===== config.mk =====
export PLATFORM = sky130hd
export DESIGN_NAME = inst_fetch
export DESIGN_NICKNAME = d
export VERILOG_FILES = /design/src/rtl/inst_fetch_pkg.sv /design/src/rtl/inst_fetch_if_id_reg.sv /design/src/rtl/inst_fetch.sv
export SDC_FILE = /design/constraint.sdc
export NUM_CORES = 1
export LEC_CHECK = 0
export CAP_MARGIN = 25
export CORE_MARGIN = 1
export CORE_UTILIZATION = 45
export DETAILED_ROUTE_END_ITERATION = 10
export GPL_ROUTABILITY_DRIVEN = 0
export PLACE_DENSITY = 0.87
export SKIP_CTS_REPAIR_TIMING = 1
export SLEW_MARGIN = 20
export SYNTH_ARGS = -nofsm -noshare
export SYNTH_HDL_FRONTEND = slang
export SYNTH_SLANG_ARGS = --single-unit

===== constraint.sdc =====
create_clock -name clk -period 1.9 [get_ports clk]
set_input_delay 0.38 -clock clk [delete_from_list [all_inputs] [get_ports clk]]
set_output_delay 0.38 -clock clk [all_outputs]
set_load 0.01 [all_outputs]

===== src/rtl/inst_fetch_pkg.sv =====
// Shared constants, state encodings and bundles for the fetch stage.
// The IF/ID bundle and the helper are reused by the stage register.
package inst_fetch_pkg;

    localparam logic RST_ENABLE = 1'b1;
    localparam logic STOP       = 1'b1;
    localparam logic NO_STOP    = 1'b0;
    localparam logic BRANCH     = 1'b1;

    localparam int INST_ADDR_W = 32;
    localparam int INST_W      = 32;

    localparam logic [INST_ADDR_W-1:0] ZERO_WORD = '0;

    // Stall vector bit positions
    localparam int STALL_IF = 1;
    localparam int STALL_ID = 2;

    typedef enum logic [1:0] {
        ST_IDLE  = 2'd0,
        ST_FETCH = 2'd1,
        ST_HOLD  = 2'd2
    } fetch_state_t;

    typedef struct packed {
        logic [INST_ADDR_W-1:0] pc;
        logic [INST_W-1:0]      inst;
    } if_id_t;

    // Sequential successor; wraps modulo 2^32
    function automatic logic [INST_ADDR_W-1:0] pc_inc(
        input logic [INST_ADDR_W-1:0] pc
    );
        return pc + 32'd4;
    endfunction

endpackage


===== src/rtl/inst_fetch_if_id_reg.sv =====
// IF/ID pipeline register: pass, bubble or hold the (pc, inst) pair.
// stall[0] holds IF, stall[1] holds ID.
module if_id_reg
    import inst_fetch_pkg::*;
(
    input  logic                   clk,
    input  logic                   rst,
    input  logic [1:0]             stall,
    input  logic                   accept,
    input  logic [INST_ADDR_W-1:0] if_pc,
    input  logic [INST_W-1:0]      if_inst,
    output logic [INST_ADDR_W-1:0] id_pc,
    output logic [INST_W-1:0]      id_inst
);

    if_id_t q;

    logic if_hold;
    logic id_hold;

    assign if_hold = (stall[0] == STOP);
    assign id_hold = (stall[1] == STOP);

    // Hold when both stages stall, bubble when only IF stalls or
    // nothing was accepted, otherwise take the fetched word.
    always_ff @(posedge clk) begin
        if (rst == RST_ENABLE) begin
            q <= '0;
        end else if (if_hold && id_hold) begin
            q <= q;
        end else if (if_hold) begin
            q <= '0;
        end else if (accept) begin
            q <= {if_pc, if_inst};
        end else begin
            q <= '0;
        end
    end

    assign id_pc   = q.pc;
    assign id_inst = q.inst;

endmodule


===== src/rtl/inst_fetch.sv =====
// Instruction fetch: PC, single-outstanding req/ack fetch, 1-entry
// skid buffer, delay-slot redirect latch, and the IF/ID register.
module inst_fetch
    import inst_fetch_pkg::*;
#(
    parameter logic [31:0] RESET_PC = 32'h0000_0000
) (
    input  logic        clk,
    input  logic        rst,
    input  logic [5:0]  stall_i,
    input  logic        branch_flag_i,
    input  logic [31:0] branch_target_i,
    output logic        imem_req_o,
    output logic [31:0] imem_addr_o,
    input  logic        imem_ack_i,
    input  logic [31:0] imem_rdata_i,
    output logic [31:0] id_pc_o,
    output logic [31:0] id_inst_o,
    output logic        stallreq_o
);

    fetch_state_t state;

    logic [31:0] pc_q;
    logic [31:0] buf_q;
    logic        buf_full;
    logic [31:0] redirect_pc;
    logic        redirect_valid;

    logic        if_hold;
    logic        id_hold;
    logic        in_fetch;
    logic        in_hold;
    logic        accept;
    logic        branch_leaves;
    logic [31:0] target_aligned;
    logic [31:0] pc_next;
    logic [31:0] if_inst;

    // Stall bits 0 and 3..5 belong to other stages; low target
    // bits are dropped because fetch addresses are word aligned.
    logic unused_bits;
    assign unused_bits = ^{stall_i[5:3], stall_i[0], branch_target_i[1:0]};

    assign if_hold  = (stall_i[STALL_IF] == STOP);
    assign id_hold  = (stall_i[STALL_ID] == STOP);
    assign in_fetch = (state == ST_FETCH);
    assign in_hold  = (state == ST_HOLD);

    assign accept = !if_hold
                 && ((in_fetch && imem_ack_i) || (in_hold && buf_full));

    assign branch_leaves  = (branch_flag_i == BRANCH) && !id_hold;
    assign target_aligned = {branch_target_i[31:2], 2'b00};

    // A latched redirect outranks a live branch from ID.
    always_comb begin
        pc_next = pc_inc(pc_q);
        if (redirect_valid) begin
            pc_next = redirect_pc;
        end else if (branch_flag_i == BRANCH) begin
            pc_next = target_aligned;
        end
    end

    assign if_inst = in_fetch ? imem_rdata_i : buf_q;

    assign imem_req_o  = (rst != RST_ENABLE) && in_fetch;
    assign imem_addr_o = pc_q;
    assign stallreq_o  = (imem_req_o && !imem_ack_i) ? STOP : NO_STOP;

    // Fetch FSM: request in FETCH, park an unaccepted word in HOLD.
    always_ff @(posedge clk) begin
        if (rst == RST_ENABLE) begin
            state    <= ST_IDLE;
            buf_q    <= ZERO_WORD;
            buf_full <= 1'b0;
        end else begin
            unique case (state)
                ST_IDLE: begin
                    state <= ST_FETCH;
                end
                ST_FETCH: begin
                    if (imem_ack_i && !accept) begin
                        state    <= ST_HOLD;
                        buf_q    <= imem_rdata_i;
                        buf_full <= 1'b1;
                    end
                end
                ST_HOLD: begin
                    if (accept) begin
                        state    <= ST_FETCH;
                        buf_full <= 1'b0;
                    end
                end
                default: begin
                    state <= ST_IDLE;
                end
            endcase
        end
    end

    // PC advances on accept; a branch leaving ID before its delay
    // slot is accepted is remembered until that accept happens.
    always_ff @(posedge clk) begin
        if (rst == RST_ENABLE) begin
            pc_q           <= RESET_PC;
            redirect_pc    <= ZERO_WORD;
            redirect_valid <= 1'b0;
        end else if (accept) begin
            pc_q           <= pc_next;
            redirect_valid <= 1'b0;
        end else if (branch_leaves) begin
            redirect_pc    <= target_aligned;
            redirect_valid <= 1'b1;
        end
    end

    if_id_reg u_if_id_reg (
        .clk     (clk),
        .rst     (rst),
        .stall   (stall_i[STALL_ID:STALL_IF]),
        .accept  (accept),
        .if_pc   (pc_q),
        .if_inst (if_inst),
        .id_pc   (id_pc_o),
        .id_inst (id_inst_o)
    );

endmodule


; After elaboration in Yosys (flattened, before gate mapping)
; Index checks and enable logic that the tools add are counted.
[word_totals]
ff_bits = 162
latch_bits = 0
mem_bits_rw = 0
romBits = 0
input_bits = 74
out_inout_bits = 98
word_cells = 47
n_memories = 0
[op_classes]
add_sub_neg = 1
mul = 0
div_mod_pow = 0
order_cmp = 0
eq_ne = 4
shifts = 0
n_mux = 12
bitwise_logic = 2
n_reduce_logical = 20
[op_table]
columns = op, n
row1 = 64-bit two-way mux, 2
row2 = 32-bit two-way mux, 3
row3 = 32-bit by 3-bit adder with 32-bit output (second input constant), 1
row4 = 1-bit logical AND, 8
row5 = 2-bit one-hot mux with 3 select lines, 1
row6 = 2-bit AND reduction, 3
row7 = 1-bit zero test, 4
row8 = 2-bit two-way mux, 2
row9 = 2-bit by 1-bit != test with 1-bit output (second input constant), 2
row10 = 1-bit two-way mux, 3
row11 = 3-bit AND reduction, 1
row12 = 2-bit by 1-bit == test with 1-bit output (second input constant), 1
row13 = 2-bit == test (second input constant), 1
row14 = 2-bit zero test, 1
row15 = 1-bit inverter, 2
row16 = 1-bit one-hot mux with 2 select lines, 1
row17 = 2-bit nonzero test, 1
row18 = 2-bit OR reduction, 1
row19 = 1-bit logical OR, 1

; Longest topological paths before layout
; Gate-level depths: netlist (run 1).
[depth]
ltp_word = 8
mapped_depth = 8
ltp_nobuf = 6

; Hierarchy
; Synthesis (run 1) repeated with hierarchy kept, for this count alone.
[unflattened]
hier_cells = 1033
area_unflattened_um2 = 8075.2
[modules_own_cells]
columns = mod, instances, cells_each, area_each_um2
row1 = inst_fetch, 1, 747, 5103.6
row2 = if_id_reg, 1, 286, 2971.6

; Worst setup path after synthesis (run 1)
; OpenSTA, ideal clock, no wires.
[synth_path]
path_kind = register to register
startpoint = register pc_q[2] (netlist: imem_addr_o[2])
endpoint = register pc_q[26] (netlist: imem_addr_o[26])
setup_ns = 0.116
arrival_time_ns = 1.923
setup_slack_ns = -0.139
path_stages_with_launch = 7
n_path_buf = 0
synth_period_minus_slack_ns = 2.039
path_cell_list = dfxtp_1 -> ha_1 -> nand2_1 -> nor3_4 -> nand2_2 -> or4_1 -> and4_1
[synth_via]
elab_chain_cells = 3
[synth_rtl]
columns = element, line
row1 = from (decl), inst_fetch.sv:24  ; logic [31:0] pc_q;
row2 = from (signal assigned), inst_fetch.sv:111  ; pc_q <= pc_next;
row3 = 32-bit by 3-bit adder with 32-bit output, inst_fetch_pkg.sv:34  ; return pc + 32'd4;
row4 = 32-bit two-way mux, inst_fetch.sv:61  ; end else if (branch_flag_i == BRANCH) begin
row5 = 32-bit two-way mux, inst_fetch.sv:59  ; if (redirect_valid) begin
; No other way between the ends.
; A chain may end at the register's enable or synchronous reset.

; Final worst setup path (run 1)
[layout_path]
startpoint = register pc_q[27] (netlist: imem_addr_o[27])
endpoint = output imem_addr_o[27]
[layout_rtl]
columns = element, line
row1 = to (decl), inst_fetch.sv:14  ; output logic [31:0] imem_addr_o,
; No word-level cell between the ends.

==> results of run 1 <==
==> kinds of logic after synthesis <==
logic type | share of synthesized area (%)
other | 0.0529
AND/OR/NAND/NOR | 23.5
XOR/XNOR | 0.865
adder cells (fa/ha/maj) | 0.177
flip-flops | 44.9
AO/OA/AOI/OAI | 21.1
multiplexers | 4.52
buffers and inverters | 4.89
==> Yosys cell counts, types with 7 or more instances <==
cell type | instances | area [um^2]
sky130_fd_sc_hd__a211oi_1 | 8 | 60.1
sky130_fd_sc_hd__a21oi_1 | 136 | 681
sky130_fd_sc_hd__a22oi_1 | 28 | 210
sky130_fd_sc_hd__a31oi_1 | 8 | 50.1
sky130_fd_sc_hd__and3_1 | 10 | 62.6
sky130_fd_sc_hd__buf_2 | 13 | 65.1
sky130_fd_sc_hd__clkbuf_1 | 54 | 203
sky130_fd_sc_hd__dfxtp_1 | 159 | 3180
sky130_fd_sc_hd__inv_1 | 9 | 33.8
sky130_fd_sc_hd__mux2i_1 | 32 | 320
sky130_fd_sc_hd__nand2_1 | 193 | 724
sky130_fd_sc_hd__nand3_1 | 14 | 70.1
sky130_fd_sc_hd__nand4_1 | 10 | 62.6
sky130_fd_sc_hd__nor2_1 | 109 | 409
sky130_fd_sc_hd__nor3_1 | 8 | 40.0
sky130_fd_sc_hd__o211ai_1 | 7 | 52.6
sky130_fd_sc_hd__o21ai_0 | 37 | 185
==> worst min-delay path, stage by stage <==
cell and delay, ns:
sky130_fd_sc_hd__buf_4 0.13, sky130_fd_sc_hd__nor2_1 0.07, sky130_fd_sc_hd__nand2_1 0.13, sky130_fd_sc_hd__o32ai_1 0.10
==> where the power goes <==
part           leakage, uW  internal, uW  switching [uW]
combinational      0.00227           430             520
sequential         0.00129          3430            73.7
clock             0.000313          2330            1410
total              0.00388          6180            2010
==> final cells by class <==
cell class / instances / area [um^2] / area share [%]
repair buffers: 234 / 2250 / 22.5
clock buffers: 17 / 425 / 4.25
clock inverters: 14 / 216 / 2.16
inverters: 9 / 33.8 / 0.337
multi-input cells: 676 / 3620 / 36.2
flip-flops and latches: 159 / 3200 / 32.0
well taps: 211 / 264 / 2.64
==> state kept, by name (all words and copies together), names as in the netlist <==
name,cells
state,2
redirect_pc,30
buf_full,1
u_if_id_reg.id_inst,32
imem_addr_o,30
buf_q,32
redirect_valid,1
u_if_id_reg.id_pc,31
==> final timing paths <==
| check | from | end | cells past startpoint |
|---|---|---|---|
| worst max-delay path | imem_addr_o[27] | imem_addr_o[27] | 1 |
| worst min-delay path | rst | imem_addr_o[11] | 4 |
| worst max register to register | imem_addr_o[2] | imem_addr_o[25] | 5 |
| worst min register to register | buf_q[17] | buf_q[17] | 2 |
==> layout by cell type, fill, tap and decap left out, drive strengths merged, types with 10 or more instances in the layout <==
| cell | n |
|---|---|
| mux2i | 32 |
| and3 | 10 |
| nor3 | 11 |
| nand3 | 14 |
| clkbuf | 17 |
| nand2 | 194 |
| nand4 | 12 |
| buf | 72 |
| dfxtp | 159 |
| nor2 | 109 |
| inv | 10 |
| a21oi | 136 |
| clkdlybuf4s50 | 148 |
| dlymetal6s2s | 14 |
| o21ai | 39 |
| a22oi | 28 |
==> metal layers <==
layer / track usage [%] / up-vias / share of wire, %
met5: 0 / - / 0
met4: 11.2 / 0 / 2.8
met3: 6.91 / 70 / 7.7
met2: 44.2 / 384 / 48
met1: 32.8 / 3511 / 42
li1: - / 3541 / -
==> through the flow <==
step | hold WS [ns] | power, uW
floorplan | 0.433 | 4040
global placement | 0.436 | 4470
detailed placement | 0.447 | 4490
CTS | 0.436 | 8190
global route | 0.450 | 8450
finish | 0.441 | 8190
==> results by group, run 1 <==
Timing
  • Setup Viol. Count Final: 0
  • Final worst-path cycle share: 98.3%
  • Max Transition Viols Final: 0
  • Slew at the pin closest to its max-slew limit: ~0.73 ns
  • Minimum period implied by the final worst setup slack: approximately 1.9 ns
  • Worst setup slack after layout: between 0.03 and 0.04 ns
  • Setup_tns: 0 ns
  • Final hold viol count: 0
  • Peak Freq: approximately 540 MHz
  • Setup clock skew after layout: roughly 0.0085 ns
  • Max-slew headroom at the worst pin: just over 50%

Setup path
  • Worst Setup End Kind: output pin
  • Delay contributed by the slowest stage of the critical path: slightly below 0.6 ns
  • Number of buffer and inverter stages on the critical path: 1
  • Worst path top cell family by delay: buffers and inverters
  • Reg-to-reg slack, setup: about 0.050 ns
  • CP arrival: about 1.5 ns
  • Worst setup SP type: flip-flop
  • Data required time at the worst endpoint: approximately 1.5 ns
  • Type of the setup path with the least slack: flip-flop to output pin
  • Cell-by-cell listing of the critical path: clkdlybuf4s50_1
  • Biggest fanout along the worst timing path: 5
  • Slowest cell on the critical path: sky130_fd_sc_hd__clkdlybuf4s50_1

Finish
  • Fraction of final layout cells sized beyond drive strength 1: roughly an eighth
  • Synth-to-Final Area Change: 41.4%
  • Final Util: 65.6%
  • Design area: around 10,000 um^2
  • Antenna cell count: 0
  • Filler Cells Inserted: roughly 1,200
  • Final Instance Count excl. Fillers: approximately 1,300
  • NumNets Final: 1,172

Yosys
  • Post-Syn Instances: around 920
  • Mapped cell area: slightly above 7000 um^2
  • Count of synthesis-stage warnings from yosys: 0
  • Share of async-settable or async-resettable flops after synthesis: 0%
  • Part of the Yosys area used for sequential elements: ~45%
  • Per-instance average area after synthesis: about 7.7 um^2
  • Unique cell type count in the Yosys netlist: between 50 and 60
  • Post-synth top flop: sky130_fd_sc_hd__dfxtp_1
  • Number of synthesized register bits: approximately 160
  • Post-synth EDFFs: 0

Power
  • Power per cell area: 818 nW/um^2
  • Peak supply drop: between 700 and 800 uV
  • Leakage: just under 0.004 uW

Floorplan
  • Core Region: 15,300 um^2
  • Boundary Pins: about 170
  • Die Area: 16,300 um^2
  • Die extent in x: 127 um
  • Starting utilization of the core area: between 40% and 50%
  • Die Span Y: 127 um
  • Placement Rows: between 40 and 50

Run status
  • Result of the run: completed

Run
  • Max-Cap Viols: 0

Min path
  • Path class of the lowest-slack min-delay path: input port to flip-flop

Clock network
  • CTS clock-pin slew for the worst setup and hold paths: 0.06 ns
  • H-tree depth: 4
  • Clk Tree Root Cell: sky130_fd_sc_hd__clkbuf_16
  • CTS tree: yes
  • Clk_lat worst skew: 0.43 ns
  • Number of buffers created by CTS: 17
  • Clock Path Buffers: 2
  • TritonCTS Sinks: 159

Route
  • Total wire length after detailed routing: between 20 and 25 mm
  • Post-detailed-route wirelength per cell: approximately 16 um
  • Number of vias after detailed routing: roughly 7,500
  • Remaining routing DRC violations: 0
  • Number of DRC violations after detailed-routing iteration 0: ~900
  • Post-DR vias/cell: ~5.7
  • Drt pass-1 iters: 6
  • Count of antenna-violating nets left after detailed routing: 0

Global routing
  • Leftover overflow at the end of global routing: 0
  • Number of global-route vias before repair: between 7,000 and 8,000
  • Largest net degree at the start of global routing: 70
  • Wire length of the first global-routing pass: approximately 35 mm
  • Antenna violations before repair: 0
  • Global router's overall resource usage: between 20% and 30%

Place
  • Detailed-placement wirelength estimate: 14.4 mm
  • DP Worst Slack: -0.382 ns
  • Instance area after placement: a little over 9000 um^2
  • I/O Buffers: ~160
  • Placed instance count: 1,289
(Power assumes the default switching activity.)
==> inputs of run 2 (changes only) <==
CTS_BUF_LIST = sky130_fd_sc_hd__clkbuf_4 sky130_fd_sc_hd__clkbuf_8 sky130_fd_sc_hd__clkbuf_16   (was default)
CTS_CLUSTER_DIAMETER = 50   (was default)
==> results of run 2 <==
Final layout, timing and power as in run 1 (identical DEF).
==> inputs of run 3 (changes only) <==
--- a/config.mk
+++ b/config.mk
@@ -7,3 +7,3 @@
 export LEC_CHECK = 0
-export CAP_MARGIN = 25
+export CAP_MARGIN = 0
 export CORE_MARGIN = 1
--- a/constraint.sdc
+++ b/constraint.sdc
@@ -3,2 +3,2 @@
 set_output_delay 0.38 -clock clk [all_outputs]
-set_load 0.01 [all_outputs]
+set_load 0.02 [all_outputs]
==> run 3 against run 2 <==
- combinational power grew 4.0%
- final area grew 0.85%
- flip-flop and latch count is the same
- via count is essentially flat
- worst setup slack gained 0.021 ns
- largest power group unchanged
==> results by group, run 3 (synthesis gave the netlist of run 1 again) <==
Run status
  • Result of the run: completed

Setup path
  • CP arrival: 1.47 ns (-0.02 ns)
  • Slowest cell on the critical path: sky130_fd_sc_hd__clkdlybuf4s50_1
  • Number of stages on the worst setup path: 1 (unchanged)
  • Worst-case reg-to-reg path depth: 7 (+2)
  • Endpoint of the lowest-slack register-to-register path: imem_addr_o[21]
  • Cell-by-cell listing of the critical path: clkdlybuf4s50_1
  • Delay contributed by the slowest stage of the critical path: 0.64 ns (+0.05 ns)
  • Worst Setup End Kind: output pin
  • Type of the setup path with the least slack: flip-flop to output pin
  • Number of buffer and inverter stages on the critical path: 1 (unchanged)
  • Critical path launch point: imem_addr_o[19]
  • Worst path top cell family by delay: buffers and inverters
  • Worst setup SP type: flip-flop
  • Reg-to-reg slack, setup: 0.09 ns (+0.04 ns)
  • Critical path endpoint: imem_addr_o[19]
  • Biggest fanout along the worst timing path: 5 (unchanged)
  • Data required time at the worst endpoint: 1.52 ns (about the same)
  • Launching point of the worst reg2reg path: state[0]

Floorplan
  • Boundary Pins: 172 (unchanged)
  • Die extent in x: 127 um (unchanged)
  • Starting utilization of the core area: 46.4% (unchanged)
  • Core Region: 15,300 um^2 (unchanged)
  • Die Area: 16,300 um^2 (unchanged)
  • Placement Rows: 45 (unchanged)
  • Die Span Y: 127 um (unchanged)

Finish
  • Fraction of final layout cells sized beyond drive strength 1: 12.4% (-0.045 points)
  • Synth-to-Final Area Change: 42.6%
  • Antenna cell count: 0 (unchanged)
  • Most common cell after layout, fill and taps aside: sky130_fd_sc_hd__nand2_1
  • NumNets Final: 1,176 (+0.34%)
  • Commonest non-fill, non-tap cells in the layout: sky130_fd_sc_hd__nand2_1, sky130_fd_sc_hd__dfxtp_1, sky130_fd_sc_hd__a21oi_1
  • Design area: 10,100 um^2 (+0.85%)

Clock network
  • Clk_lat worst skew: 0.43 ns (about the same)
  • Number of buffers created by CTS: 17 (unchanged)
  • CTS tree: yes
  • Clk Tree Root Cell: sky130_fd_sc_hd__clkbuf_16
  • CTS clock-pin slew for the worst setup and hold paths: 0.06 ns (about the same)
  • Clock Path Buffers: 2 (unchanged)
  • H-tree depth: 4 (unchanged)
  • TritonCTS Sinks: 159 (unchanged)

Timing
  • Max Transition Viols Final: 0 (unchanged)
  • Final hold viol count: 0 (unchanged)
  • Setup clock skew after layout: 0.00891 ns (+0.000408 ns)
  • Final worst-path cycle share: 97.2% (-1.1 points)
  • Setup Viol. Count Final: 0 (unchanged)
  • Minimum period implied by the final worst setup slack: 1.85 ns (-0.0210 ns)
  • Worst setup slack after layout: 0.0529 ns (+0.0210 ns)
  • Unrepaired setup endpoints after global routing: yes
  • Peak Freq: 541 MHz (+1.1%)

Power
  • Part of the total power dissipated in the clock network: 45.8% (about the same)
  • Combinational Power Share: 11.9% (+0.3 points)
  • Switching Fraction: 24.5% (+0.043 points)
  • Share of power burned in registers: 42.2% (-0.6 points)
  • Power per cell area: 820 nW/um^2 (+0.26%)
  • Leakage: 0.00417 uW (+7.5%)
  • Peak supply drop: 536 uV (-23%)
  • Internal power contribution: 6250 uW (+1.1%)
  • Design Power: 8280 uW (+1.1%)
  • P_sw: 2030 uW (+1.3%)

Global routing
  • Largest net degree at the start of global routing: 75 (+7.1%)
  • Antenna violations before repair: 1 (+1)
  • Global router's overall resource usage: 26.6% (-0.089 points)
  • Number of global-route vias before repair: 6,987 (-0.29%)
  • Wire length of the first global-routing pass: 34.5 mm (-0.20%)
  • Leftover overflow at the end of global routing: 0 (unchanged)

Run
  • Max-Cap Viols: 0 (unchanged)

Route
  • Post-detailed-route wirelength per cell: 16.5 um (+1.0%)
  • Total wire length after detailed routing: 21.8 mm (+1.3%)
  • Number of vias after detailed routing: 7,513 (+0.093%)
  • Number of DRC violations after detailed-routing iteration 0: 626 (-31%)
  • Remaining routing DRC violations: 0 (unchanged)
  • Drt pass-1 iters: 5 (-1)
  • Count of antenna-violating nets left after detailed routing: 0 (unchanged)
  • Post-DR vias/cell: 5.67 (-0.21%)

Place
  • Detailed-placement wirelength estimate: 14.4 mm (-0.20%)
  • DP Worst Slack: -0.347 ns (+0.0352 ns)
  • Instance area after placement: 9330 um^2 (+0.35%)
  • I/O Buffers: 163 (unchanged)

Min path
  • Start point of the worst hold path: rst
  • Path class of the lowest-slack min-delay path: input port to flip-flop
==> run 3: layer usage <==
layer  track usage [%]  part of all wire, %  wire length (um)  vias up
met2              43.4                   48             10400      375
met1              33.6                   42              9200     3539
met4              12.0                  2.8               609        0
met5                 0                    0                 0        -
li1                  -                    -                 -     3548
met3              5.61                  7.5              1640       51
==> run 3: how the worst min path moves through the flow <==
stage | end | slack [ns] | cells past startpoint
detailed placement | buf_q[27] | 0.45 | 2
finish | u_if_id_reg.id_inst[21] | 0.45 | 3
CTS | u_if_id_reg.id_inst[22] | 0.45 | 3
global placement | u_if_id_reg.id_inst[29] | 0.44 | 2
floorplan | redirect_pc[26] | 0.43 | 2
global route | buf_q[24] | 0.47 | 2
==> run 3: power groups by stage <==
| stage | combinational, uW | clock, uW | sequential [uW] |
|---|---|---|---|
| 2_1_floorplan | 475 | 0 | 3600 |
| 3_3_place_gp | 942 | 0 | 3560 |
| 3_5_place_dp | 961 | 0 | 3570 |
| 4_1_cts | 972 | 3820 | 3490 |
| 5_1_grt | 1060 | 3970 | 3510 |
| 6_report | 988 | 3790 | 3500 |
==> run 3: per-stage QoR <==
step	instances	util [%]	hold WS [ns]	setup TNS, ns
after global routing	1324	66.2	0.468	-0.0436
after CTS	1321	65.4	0.449	-1.45
after global placement	1290	61.1	0.438	-27.24
final	1324	66.2	0.446	0
after floorplan	920	-	0.433	0
after detailed placement	1290	61.1	0.446	-28.42
==> run 3: layout make-up <==
| cell class | count | area [um^2] |
|---|---|---|
| fill | 1182 | 5160 |
| multi-input combinational | 676 | 3610 |
| sequential | 159 | 3200 |
| timing repair buffer | 238 | 2330 |
| clock buffer | 19 | 447 |
| tap | 211 | 264 |
| clock inverter | 12 | 210 |
| inverter | 9 | 33.8 |
